===== src/rtl/cpu_pkg.sv =====
// ---------------------------------------------------------------------------
// cpu_pkg: shared word width, stack depth and word type for the 16-bit CPU.
// Revision: 1.0
// ---------------------------------------------------------------------------
`default_nettype none

package cpu_pkg;
  localparam int WORD_W      = 16;
  localparam int STACK_DEPTH = 16;

  typedef logic [WORD_W-1:0] word_t;
endpackage

`default_nettype wire


===== src/rtl/stack_mem.sv =====
// ---------------------------------------------------------------------------
// stack_mem: backing store for the entries below top-of-stack; one
// synchronous write port, one asynchronous read port.  Revision: 1.0
// ---------------------------------------------------------------------------
`default_nettype none

module stack_mem #(
  parameter int WIDTH   = 16,
  parameter int ENTRIES = 15,
  parameter int AW      = 4
) (
  input  logic             clk,
  input  logic             wr_en,
  input  logic [AW-1:0]    wr_addr,
  input  logic [WIDTH-1:0] wr_data,
  input  logic [AW-1:0]    rd_addr,
  output logic [WIDTH-1:0] rd_data
);

  logic [WIDTH-1:0] mem [ENTRIES];

  always_ff @(posedge clk) begin
    if (wr_en) begin
      mem[wr_addr] <= wr_data;
    end
  end

  assign rd_data = mem[rd_addr];

endmodule

`default_nettype wire


===== src/rtl/reg_stack.sv =====
// ---------------------------------------------------------------------------
// reg_stack: LIFO with the top entry held in the registered output; deeper
// entries spill into stack_mem.  Revision: 1.0
// ---------------------------------------------------------------------------
`default_nettype none

module reg_stack
  import cpu_pkg::*;
#(
  parameter int WIDTH = WORD_W,
  parameter int DEPTH = STACK_DEPTH,
  parameter int AW    = $clog2(DEPTH)
) (
  input  logic             clk,
  input  logic             reset,
  input  logic             push,
  input  logic             pop,
  input  logic [WIDTH-1:0] in,
  output logic [WIDTH-1:0] out,
  output logic [AW:0]      count,
  output logic             empty,
  output logic             full,
  output logic             overflow,
  output logic             underflow,
  input  logic             clear_err
);

  localparam logic [AW:0] ONE  = (AW+1)'(1);
  localparam logic [AW:0] TWO  = (AW+1)'(2);
  localparam logic [AW:0] FULL = (AW+1)'(DEPTH);

  logic             replace;
  logic             mem_wr_en;
  logic [AW-1:0]    mem_wr_addr;
  logic [AW-1:0]    mem_rd_addr;
  logic [WIDTH-1:0] mem_rd_data;

  assign empty   = (count == '0);
  assign full    = (count == FULL);
  assign replace = push && pop && !empty;

  // The old top spills into the array only on a real push onto a non-empty stack.
  assign mem_wr_en   = push && !replace && !full && !empty;
  assign mem_wr_addr = AW'(count - ONE);
  assign mem_rd_addr = AW'(count - TWO);

  stack_mem #(
    .WIDTH   (WIDTH),
    .ENTRIES (DEPTH - 1),
    .AW      (AW)
  ) u_stack_mem (
    .clk     (clk),
    .wr_en   (mem_wr_en),
    .wr_addr (mem_wr_addr),
    .wr_data (out),
    .rd_addr (mem_rd_addr),
    .rd_data (mem_rd_data)
  );

  always_ff @(posedge clk or posedge reset) begin
    if (reset) begin
      out       <= '0;
      count     <= '0;
      overflow  <= 1'b0;
      underflow <= 1'b0;
    end else begin
      // Flag sets below come later, so a new error beats clear_err on the same edge.
      if (clear_err) begin
        overflow  <= 1'b0;
        underflow <= 1'b0;
      end
      if (replace) begin
        out <= in;
      end else if (push) begin
        if (full) begin
          overflow <= 1'b1;
        end else begin
          out   <= in;
          count <= count + ONE;
        end
      end else if (pop) begin
        if (empty) begin
          underflow <= 1'b1;
        end else begin
          out   <= (count > ONE) ? mem_rd_data : '0;
          count <= count - ONE;
        end
      end
    end
  end

endmodule

`default_nettype wire


===== config.mk =====
export PLATFORM = sky130hd
export DESIGN_NAME = reg_stack
export DESIGN_NICKNAME = d
export VERILOG_FILES = /design/src/rtl/cpu_pkg.sv /design/src/rtl/stack_mem.sv /design/src/rtl/reg_stack.sv
export SDC_FILE = /design/constraint.sdc
export NUM_CORES = 1
export LEC_CHECK = 0
export ABC_AREA = 0
export CAP_MARGIN = 20
export CORE_MARGIN = 4
export CORE_UTILIZATION = 30
export CTS_CLUSTER_DIAMETER = 30
export DETAILED_ROUTE_END_ITERATION = 7
export PLACE_DENSITY = 0.49
export SYNTH_ARGS = -nofsm -noshare
export SYNTH_HDL_FRONTEND = slang
export SYNTH_SLANG_ARGS = --single-unit

===== constraint.sdc =====
create_clock -name clk -period 7 [get_ports clk]
set_input_delay 1.4 -clock clk [delete_from_list [all_inputs] [get_ports clk]]
set_output_delay 1.4 -clock clk [all_outputs]
set_load 0.03 [all_outputs]

==> results summary, run 1 <==
The run finished with clean final reports. The post-synthesis to final-layout area growth came out at 28.36%. The transition time at the pin with the least slew margin is 1115 ps.

The height of the chip came out at 197.5 um. The worst IR drop on VDD came out at 0.2420 mV. The worst slew slack as a fraction of its limit is 25.65%. The number of standard-cell rows in the floorplan is 69. The slowest stage of the critical path is the sky130_fd_sc_hd__buf_4 cell. The post-route clock period utilization is 63.94%. The buffers inserted during post-CTS setup optimization is 0.

The post-cts hold buffer count is 0. The largest fanout on the critical path came out at 47. During I/O placement, the number of pins put on the boundary was 46.

The storage element area is 0.007787 mm2. After global routing the overflow that remains totals 0. From left edge to right edge, the die measures 197.5 um. The placed wire-length estimate after detailed placement is 15720 um. The count of pins over their slew limit came out at 0. The worst path required time is 5600 ps.

The core area is 0.03548 mm2. STA classifies the critical path startpoint as a flop. The largest net degree at the start of global routing came out at 63. The wire length of the first global-routing pass is 38390 um. The maximum clock frequency came out at 223.4 MHz. The all-layer global routing usage is 12.92%. The CTS clock-pin slew for the worst setup and hold paths is 50 ps. The instance count of the mapped netlist is 620. The DRC marker count from the first detailed-route iteration came out at 381. The count of buffers from port buffering is 45. The synthesized net count came out at 649. The overall power after layout came out at 7.108 mW. The post-synthesis cell type with the largest combined area is sky130_fd_sc_hd__edfxtp_1. Counting distinct cell types in the post-synthesis netlist gives 40.

Setup violations remaining at the end of the flow were counted as 0. The CTS H-tree depth is 2. The clock latency of the later-clocked register in the worst-skew pair came out at 580 ps. In this run, CTS created clock tree buffers numbering 55.

The category of the critical setup timing path is flop to primary output. The post-detailed-route DRC marker count is 0. The final total negative setup slack is 0 ps. Counting instances in the post-synthesis netlist gives the leading cell types as 240 x sky130_fd_sc_hd__edfxtp_1, 98 x sky130_fd_sc_hd__mux2i_1, 35 x sky130_fd_sc_hd__nor2_1, 32 x sky130_fd_sc_hd__a211oi_1, 30 x sky130_fd_sc_hd__a22oi_1. The maximum buffer depth of the clock tree came out at 3. The async set-or-reset flop fraction in the synthesized netlist is 8.745%. The layout cell share with drive strength beyond 1 is 20.82%.

sky130_fd_sc_hd__edfxtp_1 is the most common cell in the netlist. The starting density of the core came out at 30.35%. The routed layout has 5753 vias. Summed over all cells, the static leakage comes to 4.912 nW.

The worst min-delay path category is flop to flop. The post-route minimum period came out at 4476 ps. The number of inserted diodes came out at 0. Setup repair after global routing left no endpoint under its margin.

The tree is rooted in a sky130_fd_sc_hd__clkbuf_16. The count of yosys warnings during synthesis came out at 0. In the final routed layout, each cell accounts on average for 20.72 um.

Before CTS, the worst setup slack after placement is 2717 ps. The number of hold violations in the final report came out at 0. The commonest register cell after synthesis is sky130_fd_sc_hd__edfxtp_1.

The number of nets in the layout is 737. The largest incremental delay on the critical path is 630 ps. The number of clock sinks is 263. The top-area cell type share of the netlist area came out at 66.92%. Across the run, the number of max-cap violations was 0. Counting flops with a built-in enable in the synthesized netlist gives 240.

Summed over all layers, the routed wires come to 25180 um. In this run the remaining antenna-violating nets after routing total 0. The setup clock skew after layout is 25.44 ps. In this run, post-CTS repair resized a total of 0 instances. The congestion estimate from routability-driven global placement came to 0.7956. The number of global-route vias before repair came out at 6123. The pre-antenna-repair detailed-routing pass consisted of 4 iterations. The post-synthesis instance area came out at 0.01077 mm2. Traced cell by cell, the critical path runs through buf_4, inv_1, ha_1, nor3b_2, nand2_1, clkinv_1, clkdlybuf4s50_1. The sequential element share of the synthesized area came out at 72.27%.

TritonCTS built the clock tree. In this run the power density over the cells is 514.2 mW/mm2. The area of the multi-input gates is 0.002771 mm2. The tightest hold margin came out at 529.7 ps. The initial antenna violation count came out at 0.

The total of flip-flops plus latches after synthesis came out at 263. The worst setup path is captured at a primary output. The average instance area after synthesis came out at 17.37 um2.

The via-per-instance ratio is 4.735. The overall die area came out at 0.03899 mm2. Across all setup checks in the final design, the least slack found is 2524 ps. The arrival time at the worst endpoint came out at 3080 ps. The number of filler cells placed in the layout came out at 3207.

Yosys attributes the largest share of cell area to sky130_fd_sc_hd__edfxtp_1 67%, sky130_fd_sc_hd__mux2i_1 9.1%, sky130_fd_sc_hd__dfrtp_1 5.3%.
metal layers:
metal  share of wire, %  wire length [um]  global-route usage, %  vias up
met3                3.3               819                  2.405       45
met5                  0                 0                      0        -
li1                   -                 -                      -     2664
met2                 48             12120                  20.80      107
met4                2.9               718                  5.239        0
met1                 46             11520                  17.32     2937
flip-flops by register name (all words and copies together) (netlist names):
name             flops
u_stack_mem.mem    240
underflow            1
out                 16
overflow             1
count                5
path summary, 6_finish.rpt:
path | slack, ps | cells after the start | from | end
max | 2520 | 7 | count[0]$_DFFE_PP0P_ | full
min | 530 | 2 | underflow$_DFF_PP0_ | underflow$_DFF_PP0_
max reg2reg | 3750 | 7 | count[0]$_DFFE_PP0P_ | out[0]$_DFFE_PP0P_
min reg2reg | 530 | 2 | underflow$_DFF_PP0_ | underflow$_DFF_PP0_
max in group asynchronous | 4920 | 2 | reset | count[1]$_DFFE_PP0P_
min in group asynchronous | 1360 | 2 | reset | out[15]$_DFFE_PP0P_
layout by cell type, fill, tap and decap left out, types with 4 or more instances in the layout:
master / count
sky130_fd_sc_hd__mux2i_1: 98
sky130_fd_sc_hd__inv_1: 7
sky130_fd_sc_hd__a22oi_1: 30
sky130_fd_sc_hd__xnor2_1: 5
sky130_fd_sc_hd__nand2_1: 11
sky130_fd_sc_hd__and2_1: 18
sky130_fd_sc_hd__clkbuf_1: 4
sky130_fd_sc_hd__a21oi_1: 17
sky130_fd_sc_hd__mux4_2: 17
sky130_fd_sc_hd__inv_6: 8
sky130_fd_sc_hd__edfxtp_1: 240
sky130_fd_sc_hd__clkdlybuf4s50_1: 45
sky130_fd_sc_hd__clkbuf_16: 55
sky130_fd_sc_hd__clkinv_4: 6
sky130_fd_sc_hd__o31ai_2: 11
sky130_fd_sc_hd__xor2_1: 4
sky130_fd_sc_hd__bufinv_16: 11
sky130_fd_sc_hd__ha_1: 8
sky130_fd_sc_hd__dfrtp_1: 21
sky130_fd_sc_hd__o31ai_1: 5
sky130_fd_sc_hd__clkinv_2: 7
sky130_fd_sc_hd__a211oi_1: 32
sky130_fd_sc_hd__nor2_1: 35
sky130_fd_sc_hd__clkinvlp_4: 5
sky130_fd_sc_hd__buf_4: 21
worst max-delay path, delay by kind of cell (launching register included):
family | cells | cell delay (ps)
buffers and inverters | 4 | 1550
DFF | 1 | 330
and+or+nand+nor | 2 | 330
adders and majority gates | 1 | 290
final cells by class:
class,instances,area share [%]
Clock buffer,61,10.26
Clock inverter,42,4.562
Inverter,8,0.2172
Multi-Input combinational cell,314,20.05
Sequential cell,263,56.34
Tap cell,461,4.173
Timing Repair Buffer,66,4.399
through the flow:
step | utilization, % | cells | area, um2
final | 38.96 | 1215 | 13820
after floorplan | - | 620 | 10770
after detailed placement | 33.18 | 1112 | 11770
after global placement | 33.14 | 1110 | 11760
after global routing | 38.96 | 1215 | 13820
after CTS | 38.96 | 1215 | 13820
power breakdown:
group | internal [mW] | total (mW) | switching [mW]
clock network | 1.89 | 2.78 | 0.885
registers | 2.11 | 2.46 | 0.354
logic | 0.710 | 1.87 | 1.16
kinds of logic after synthesis:
logic type | after synthesis | synth area share [%]
adder cells (fa/ha/maj) | 8 | 0.9295
XOR/XNOR | 10 | 0.8133
multiplexers | 116 | 12.77
buffers and inverters | 43 | 2.068
flip-flops | 263 | 72.27
AND/OR/NAND/NOR | 74 | 3.381
AO/OA/AOI/OAI | 106 | 7.773
No activity file was read; power rests on OpenSTA's default activity.
==> inputs of run 2 (changes only) <==
==> constraint.sdc (replaced) <==
create_clock -name clk -period 4.6 [get_ports clk]
set_input_delay 0.92 -clock clk [delete_from_list [all_inputs] [get_ports clk]]
set_output_delay 0.92 -clock clk [all_outputs]
set_load 0.03 [all_outputs]
==> run 2 against run 1 <==
Against the previous run:
- total power up 52%
- global-route usage grew 0.38 points
- wire length grew 3.0%
- core utilization up 0.088 points
- combinational power rose by 59%
- sequential power increased by 49%
- clock skew down 11 ps
- sequential share of layout area is 0.13 points lower
- final cell count up 0.99%
- register-to-register slack lost 2400 ps
- first-iteration DRC count increased by 8.4%
- highest routed layer is now met5
- flip-flop and latch count stayed put
==> results summary, run 2 (synthesis results as in run 1) <==
The number of standard-cell rows in the floorplan is 69 (unchanged). The CTS clock-pin slew for the worst setup and hold paths is 50 ps (about the same). The number of clock sinks is 263 (unchanged).

The startpoint identified for the worst hold timing path is overflow$_DFF_PP0_. Walking the worst path, the cells encountered are inv_1, ha_1, nor3b_2, nand2_1, clkinv_1, clkdlybuf4s50_1. The routability congestion estimate is 0.7637 (-4.0%).

The number of global-route vias before repair came out at 6293 (+2.8%). The slowest library cell on the worst path is sky130_fd_sc_hd__dfrtp_4. The number of detailed-routing iterations run before antenna repair came out at 5 (+1).

The worst slew slack as a fraction of its limit came out at 26.87% (+1.2 points). The worst path in the final design needs a cycle of 3930 ps, including I/O delays and setup. The worst flop-to-flop path startpoint is count[1]$_DFFE_PP0P_. The placed wire-length estimate after detailed placement is 15430 um (-1.9%).

The largest incremental delay on the critical path was 710 ps (+80 ps). The core area came out at 0.03548 mm2 (unchanged). The worst IR drop on VDD came out at 0.3973 mV (+64%). The final total negative setup slack came out at 0 ps (unchanged). The width of the die came out at 197.5 um (unchanged). The count of instances resized after the clock tree is built was 0 (unchanged). The final routed wirelength across all metal layers came to 25930 um (+3.0%). The total clock buffers created by CTS is 57 (+3.6%). The all-layer global routing usage is 13.30% (+0.38 points). The category of the critical setup timing path is flop to primary output.

The initial antenna violation count came out at 1 (+1). The flip-flop count of the largest register, all copies and words added is 240 (unchanged). The post-cts hold buffer count came out at 0 (unchanged). The starting density of the core came out at 30.35% (unchanged). In the final layout, the registers with the most flip-flops are u_stack_mem.mem (240), out (16), count (5).

The number of hold violations in the final report is 0 (unchanged). The via-per-instance ratio is 4.830 (+2.0%). The buffers inserted during post-CTS setup optimization is 0 (unchanged).

Leaving out fill and tap cells, the most frequent cells in the layout are 240 x sky130_fd_sc_hd__edfxtp_1, 98 x sky130_fd_sc_hd__mux2i_1, 58 x sky130_fd_sc_hd__clkbuf_16. The wire length of the first global-routing pass came out at 39600 um (+3.1%). The height of the chip is 197.5 um (unchanged).

The endpoint identified for the worst register-to-register timing path is out[3]$_DFFE_PP0P_. The kind of end point of the critical path is a primary output. The worst hold path cell count came out at 2 (unchanged).

For hold timing, the worst endpoint is overflow$_DFF_PP0_. The total congestion overflow after global routing is 0 (unchanged). The DRC marker count from the first detailed-route iteration came to 413 (+8.4%).

The number of cells on the worst reg-to-reg path came to 6 (-1). Setup repair after global routing left no endpoint under its margin. The reg2reg setup slack came to 1380 ps (-2370 ps). The max-capacitance violation count is 0 (unchanged). The maximum clock frequency came out at 254.5 MHz. The overall power after layout came to 10.77 mW (+52%). The count of buffers from port buffering came out at 45 (unchanged). The count of nets left with antenna violations after detail routing is 0 (unchanged). The layout cell share with drive strength beyond 1 is 21.93% (+1.1 points). The worst path required time is 3680 ps (-1920 ps). The number of primary I/O pins is 46 (unchanged). The overall die area came out at 0.03899 mm2 (unchanged). The largest fanout on the critical path came to 54 (+15%). The CTS tree is yes. The transition time at the pin with the least slew margin was 1094 ps (-20.89 ps). The post-detailed-route DRC marker count came out at 0 (unchanged).

The run finished with clean final reports. The register ranked first by flip-flop count is u_stack_mem.mem. The tightest hold margin was 524.5 ps (-5.182 ps). The library cell used most frequently in the layout, excluding fill and tap cells, is sky130_fd_sc_hd__edfxtp_1.

The count of pins over their slew limit is 0 (unchanged). The min-delay analysis places its worst path in the category flop to flop. The setup clock skew after layout came out at 14.47 ps (-10.97 ps). The number of inserted diodes came to 0 (unchanged). The CTS H-tree depth came out at 2 (unchanged). Dividing the final minimum period by the clock period gives 85.43%. The maximum buffer depth of the clock tree is 3 (unchanged). The number of nets in the layout came out at 746 (+1.2%).

The worst setup path is launched from a flop. The post-synthesis to final-layout area growth came out at 28.65%. The CTS root buffer is sky130_fd_sc_hd__clkbuf_16. The largest net degree at the start of global routing is 61 (-3.2%).

The total power divided by cell area came out at 777.4 mW/mm2 (+51%). The routed via count is 5927 (+3.0%). The leakage power figure came out at 4.935 nW (+0.46%). The clock latency of the later-clocked register in the worst-skew pair is 560 ps (-20 ps). The average wire per standard cell came out at 21.13 um (+2.0%).

The arrival time at the worst endpoint came out at 3010 ps (-70 ps). The total of endpoints with negative setup slack in the final report is 0 (unchanged).
-- run 2: worst max-delay path: cells and delay by family, from the launching register on --
kind / cells / cell delay, ps
flip-flops: 1 / 710
AND/OR/NAND/NOR: 2 / 440
adder cells (fa/ha/maj): 1 / 240
buffers and inverters: 3 / 1070
-- run 2: report_power, final --
group | leakage (nW) | switching [mW] | internal, mW | total [mW]
combinational | 1.52 | 1.85 | 1.12 | 2.97
sequential | 2.45 | 0.465 | 3.21 | 3.67
clock | 0.962 | 1.35 | 2.78 | 4.13
total | 4.93 | 3.67 | 7.10 | 10.8
-- run 2: worst max path at each step --
stage	start	end	slack, ps	cells past startpoint
6_report	count[1]$_DFFE_PP0P_	full	670	6
5_1_grt	count[1]$_DFFE_PP0P_	full	510	6
4_1_cts	count[1]$_DFFE_PP0P_	full	630	6
3_5_place_dp	count[1]$_DFFE_PP0P_	full	1230	6
3_3_place_gp	count[1]$_DFFE_PP0P_	full	1220	6
2_1_floorplan	count[1]$_DFFE_PP0P_	empty	1120	6
-- run 2: metrics by stage --
| step | instance area, um2 | setup WS, ps | instances | util [%] |
|---|---|---|---|---|
| after floorplan | 10770 | 1121 | 620 | - |
| after global placement | 11810 | 1223 | 1117 | 33.29 |
| after detailed placement | 11810 | 1228 | 1117 | 33.29 |
| after CTS | 13810 | 627.9 | 1225 | 38.93 |
| after global routing | 13850 | 511.9 | 1227 | 39.05 |
| final | 13850 | 670.3 | 1227 | 39.05 |
-- run 2: layer usage --
metal,track usage [%],part of all wire [%],vias up
li1,-,-,2682
met1,17.93,44,3059
met2,21.94,49,139
met3,2.610,4.3,45
met4,3.929,2.2,2
met5,0,0.031,-
-- run 2: final cells by class --
| cell class | count | area (um2) |
|---|---|---|
| multi-input combinational | 314 | 2771 |
| clock inverter | 47 | 538.0 |
| fill | 3192 | 21630 |
| clock buffer | 61 | 1463 |
| timing repair buffer | 73 | 688.2 |
| inverter | 8 | 30.03 |
| tap | 461 | 576.8 |
| sequential | 263 | 7787 |
==> inputs of run 3 (changes only) <==
--- a/config.mk
+++ b/config.mk
@@ -7,9 +7,9 @@
 export LEC_CHECK = 0
 export ABC_AREA = 0
 export CAP_MARGIN = 20
-export CORE_MARGIN = 4
 export CORE_UTILIZATION = 30
-export CTS_CLUSTER_DIAMETER = 30
+export CTS_BUF_LIST = sky130_fd_sc_hd__clkbuf_16
+export CTS_CLUSTER_DIAMETER = 120
 export DETAILED_ROUTE_END_ITERATION = 7
 export PLACE_DENSITY = 0.49
 export SYNTH_ARGS = -nofsm -noshare
==> run 3 against run 2 <==
Against the previous run:
- sequential share of layout area up 4.8 points
- hold slack better by 9.7 ps
- fmax up 11%
- total power down 18%
- clock skew down 5.9 ps
- flip-flop and latch count unchanged
- core utilization down 3.1 points
- final cell count down 5.1%
- design area down 7.9%
- sequential power about the same
- non-clock buffer count down 6
- critical path type unchanged
- largest cell class unchanged
==> results summary, run 3 (synthesis results as in run 1) <==
The flow ran to the end, and the final reports show no timing, DRC or antenna violations. The buffers inserted during post-CTS setup optimization was 0 (unchanged). The total net switching power came out at 3.110 mW (-15%). The standard cell area after detailed placement came out at 0.01178 mm2 (-0.30%).

The reg2reg setup slack came out at 1670 ps (+290 ps). The layout cell share with drive strength beyond 1 came out at 14.35% (-7.6 points). The number of cells on the worst reg-to-reg path was 5 (-1). The reg-to-reg critical path endpoint is out[7]$_DFFE_PP0P_.

The proportion of power drawn by combinational gates came out at 32.2% (+4.6 points). The height of the chip is 191.5 um (-3.0%). The overall power after layout is 8.799 mW (-18%).

The slowest library cell on the worst path is sky130_fd_sc_hd__clkdlybuf4s50_1. The routed via count came out at 5618 (-5.2%). The placed wire-length estimate after detailed placement came to 14790 um (-4.1%).

The count of pins over their slew limit came out at 0 (unchanged). The largest registers in the layout are u_stack_mem.mem (240), out (16), count (5). The number of inserted diodes was 0 (unchanged). The starting density of the core was 30.35% (unchanged). The number of clock sinks came to 263 (unchanged).

The tightest hold margin is 534.2 ps (+9.708 ps). The initial antenna violation count is 0 (-1). The post-route minimum period came to 3546 ps (-383.3 ps). The area of the multi-input gates came out at 0.002774 mm2 (about the same). The number of primary I/O pins is 46 (unchanged). The count of nets left with antenna violations after detail routing came out at 0 (unchanged). The number of global-route vias before repair came out at 5865 (-6.8%). The via-per-instance ratio came to 4.822 (-0.17%). The max-capacitance violation count came out at 0 (unchanged). The core area came out at 0.03548 mm2 (unchanged). The cell sitting at the root of the clock tree is a sky130_fd_sc_hd__clkbuf_16. The post-synthesis to final-layout area growth is 18.48%. The CTS H-tree depth came to 1 (-1).

The final total negative setup slack is 0 ps (unchanged). Setup repair after global routing left no endpoint under its margin. The total instance count after detailed placement was 1112 (-0.45%).

The routability congestion estimate came out at 0.8113 (+6.2%). The total power divided by cell area came to 689.6 mW/mm2 (-11%). The average wire per standard cell came to 20.37 um (-3.6%). The total non-filler cell area in the finished layout came out at 0.01276 mm2 (-7.9%).

The all-layer global routing usage came out at 13.42% (+0.12 points). The clock latency of the later-clocked register in the worst-skew pair is 540 ps (-20 ps). The count of instances resized after the clock tree is built is 0 (unchanged). The setup clock skew after layout came out at 8.565 ps (-5.903 ps). The post-cts hold buffer count was 0 (unchanged).

The flip-flop count of the largest register, all copies and words added is 240 (unchanged). The top cell types in the final layout, fill and taps aside, are 240 x sky130_fd_sc_hd__edfxtp_1, 98 x sky130_fd_sc_hd__mux2i_1, 45 x sky130_fd_sc_hd__clkdlybuf4s50_1. The number of standard-cell rows in the floorplan is 69 (unchanged). The number of hold violations in the final report is 0 (unchanged).

TritonCTS built the clock tree. The largest incremental delay on the critical path came to 670 ps (-40 ps). The maximum clock frequency is 282.0 MHz (+11%).

The post-detailed-route DRC marker count came out at 0 (unchanged). The worst hold path cell count came out at 2 (unchanged). The post-route non-filler standard cell count was 1165 (-5.1%). STA classifies the critical path endpoint as a primary output.

The arrival time at the worst endpoint is 2630 ps (-380 ps). The largest fanout on the critical path came to 6 (-89%). The transition time at the pin with the least slew margin is 1088 ps (-6.254 ps). u_stack_mem.mem holds more flip-flops than any other register. The worst path required time is 3680 ps (about the same). The final routed wirelength across all metal layers came to 23730 um (-8.5%). The worst slew slack as a fraction of its limit came out at 27.10% (+0.23 points).

The overall die area is 0.03666 mm2 (-6.0%). The total congestion overflow after global routing is 0 (unchanged). The number of nets in the layout came out at 711 (-4.7%).

The path with the worst hold slack has its endpoint at overflow$_DFF_PP0_. The total clock buffers created by CTS is 28 (-51%). The width of the die is 191.5 um (-3.0%).

The post-route clock period utilization came out at 77.10% (-8.3 points). The DRC marker count from the first detailed-route iteration came out at 429 (+3.9%). The worst min-delay path category is flop to flop. The worst IR drop on VDD came out at 0.2613 mV (-34%).

The count of buffers from port buffering is 45 (unchanged). The category of the critical setup timing path is flop to primary output. The utilization after layout is 35.96% (-3.1 points).

The clock group share of total power is 26.1% (-12 points). The final setup slack of the worst path is 1054 ps (+383.3 ps). The CTS clock-pin slew for the worst setup and hold paths is 60 ps (about the same). The maximum buffer depth of the clock tree was 3 (unchanged). The part of the power in registers came out at 41.7% (+7.6 points). STA classifies the critical path startpoint as a flop. The signal on the critical path passes through inv_1, ha_1, nor3b_2, nand2_1, clkinv_1, clkdlybuf4s50_1. Leaving out fill and tap cells, the most frequent cell in the layout is sky130_fd_sc_hd__edfxtp_1. The number of filler cells placed in the layout came out at 3278 (+2.7%).

The largest net degree at the start of global routing is 67 (+9.8%). The net switching share of the total power came out at 35.34% (+1.3 points). The total internal power was 5.690 mW (-20%). The worst register-to-register path begins at count[1]$_DFFE_PP0P_.

The total of endpoints with negative setup slack in the final report is 0 (unchanged). The worst setup timing slack at the placement stage came to 1281 ps (+53.21 ps). The storage element area came out at 0.007787 mm2 (unchanged).

The startpoint of the tightest hold check path is overflow$_DFF_PP0_. The leakage power figure came out at 4.418 nW (-10%). The wire length of the first global-routing pass came out at 36580 um (-7.6%). The number of detailed-routing iterations run before antenna repair came out at 5 (unchanged).
## run 3: changes by cell type in the layout (fill, tap and decap cells not counted), moves of 5 or more
cell	before	now
sky130_fd_sc_hd__buf_4	26	21
sky130_fd_sc_hd__clkbuf_16	58	29
sky130_fd_sc_hd__clkinv_1	4	9
sky130_fd_sc_hd__clkinv_2	10	4
sky130_fd_sc_hd__clkinv_4	9	0
sky130_fd_sc_hd__clkinvlp_4	8	2
sky130_fd_sc_hd__inv_6	7	0
## run 3: worst max-delay path: cells and delay by family, from the launching register on
family | cells | cell delay (ps)
fa+ha+maj | 1 | 230
buf+inv | 3 | 940
flops | 1 | 470
simple gates | 2 | 450
## run 3: metal layers
metal	wire [um]	global-route usage (%)	up-vias
li1	-	-	2579
met1	10930	18.06	2910
met5	0	0	-
met2	11640	22.69	94
met3	702	1.652	35
met4	454	3.816	0
## run 3: cell type report
type                    instances  area share, %
clock buffers                  29          5.687
repair buffers                 67          4.981
clock inverters                23          1.804
well taps                     461          4.521
multi-input cells             314          21.74
flip-flops and latches        263          61.03
inverters                       8         0.2353
## run 3: worst max path at each step
stage | start | to | slack (ps) | cells past startpoint
final | count[1]$_DFFE_PP0P_ | full | 1050 | 6
after global routing | count[1]$_DFFE_PP0P_ | full | 960 | 6
after CTS | count[1]$_DFFE_PP0P_ | full | 1050 | 6
after detailed placement | push | u_stack_mem.mem[1][9]$_DFFE_PP_ | 1280 | 5
after global placement | push | u_stack_mem.mem[1][11]$_DFFE_PP_ | 1380 | 5
after floorplan | count[1]$_DFFE_PP0P_ | empty | 1120 | 6
## run 3: power groups by stage
stage          logic (mW)  registers [mW]  clock network [mW]
2_1_floorplan        1.89            3.67                   0
3_5_place_dp         2.87            3.73                   0
3_3_place_gp         2.85            3.70                   0
5_1_grt              3.09            3.74                2.45
6_report             2.83            3.67                2.30
4_1_cts              2.88            3.68                2.35
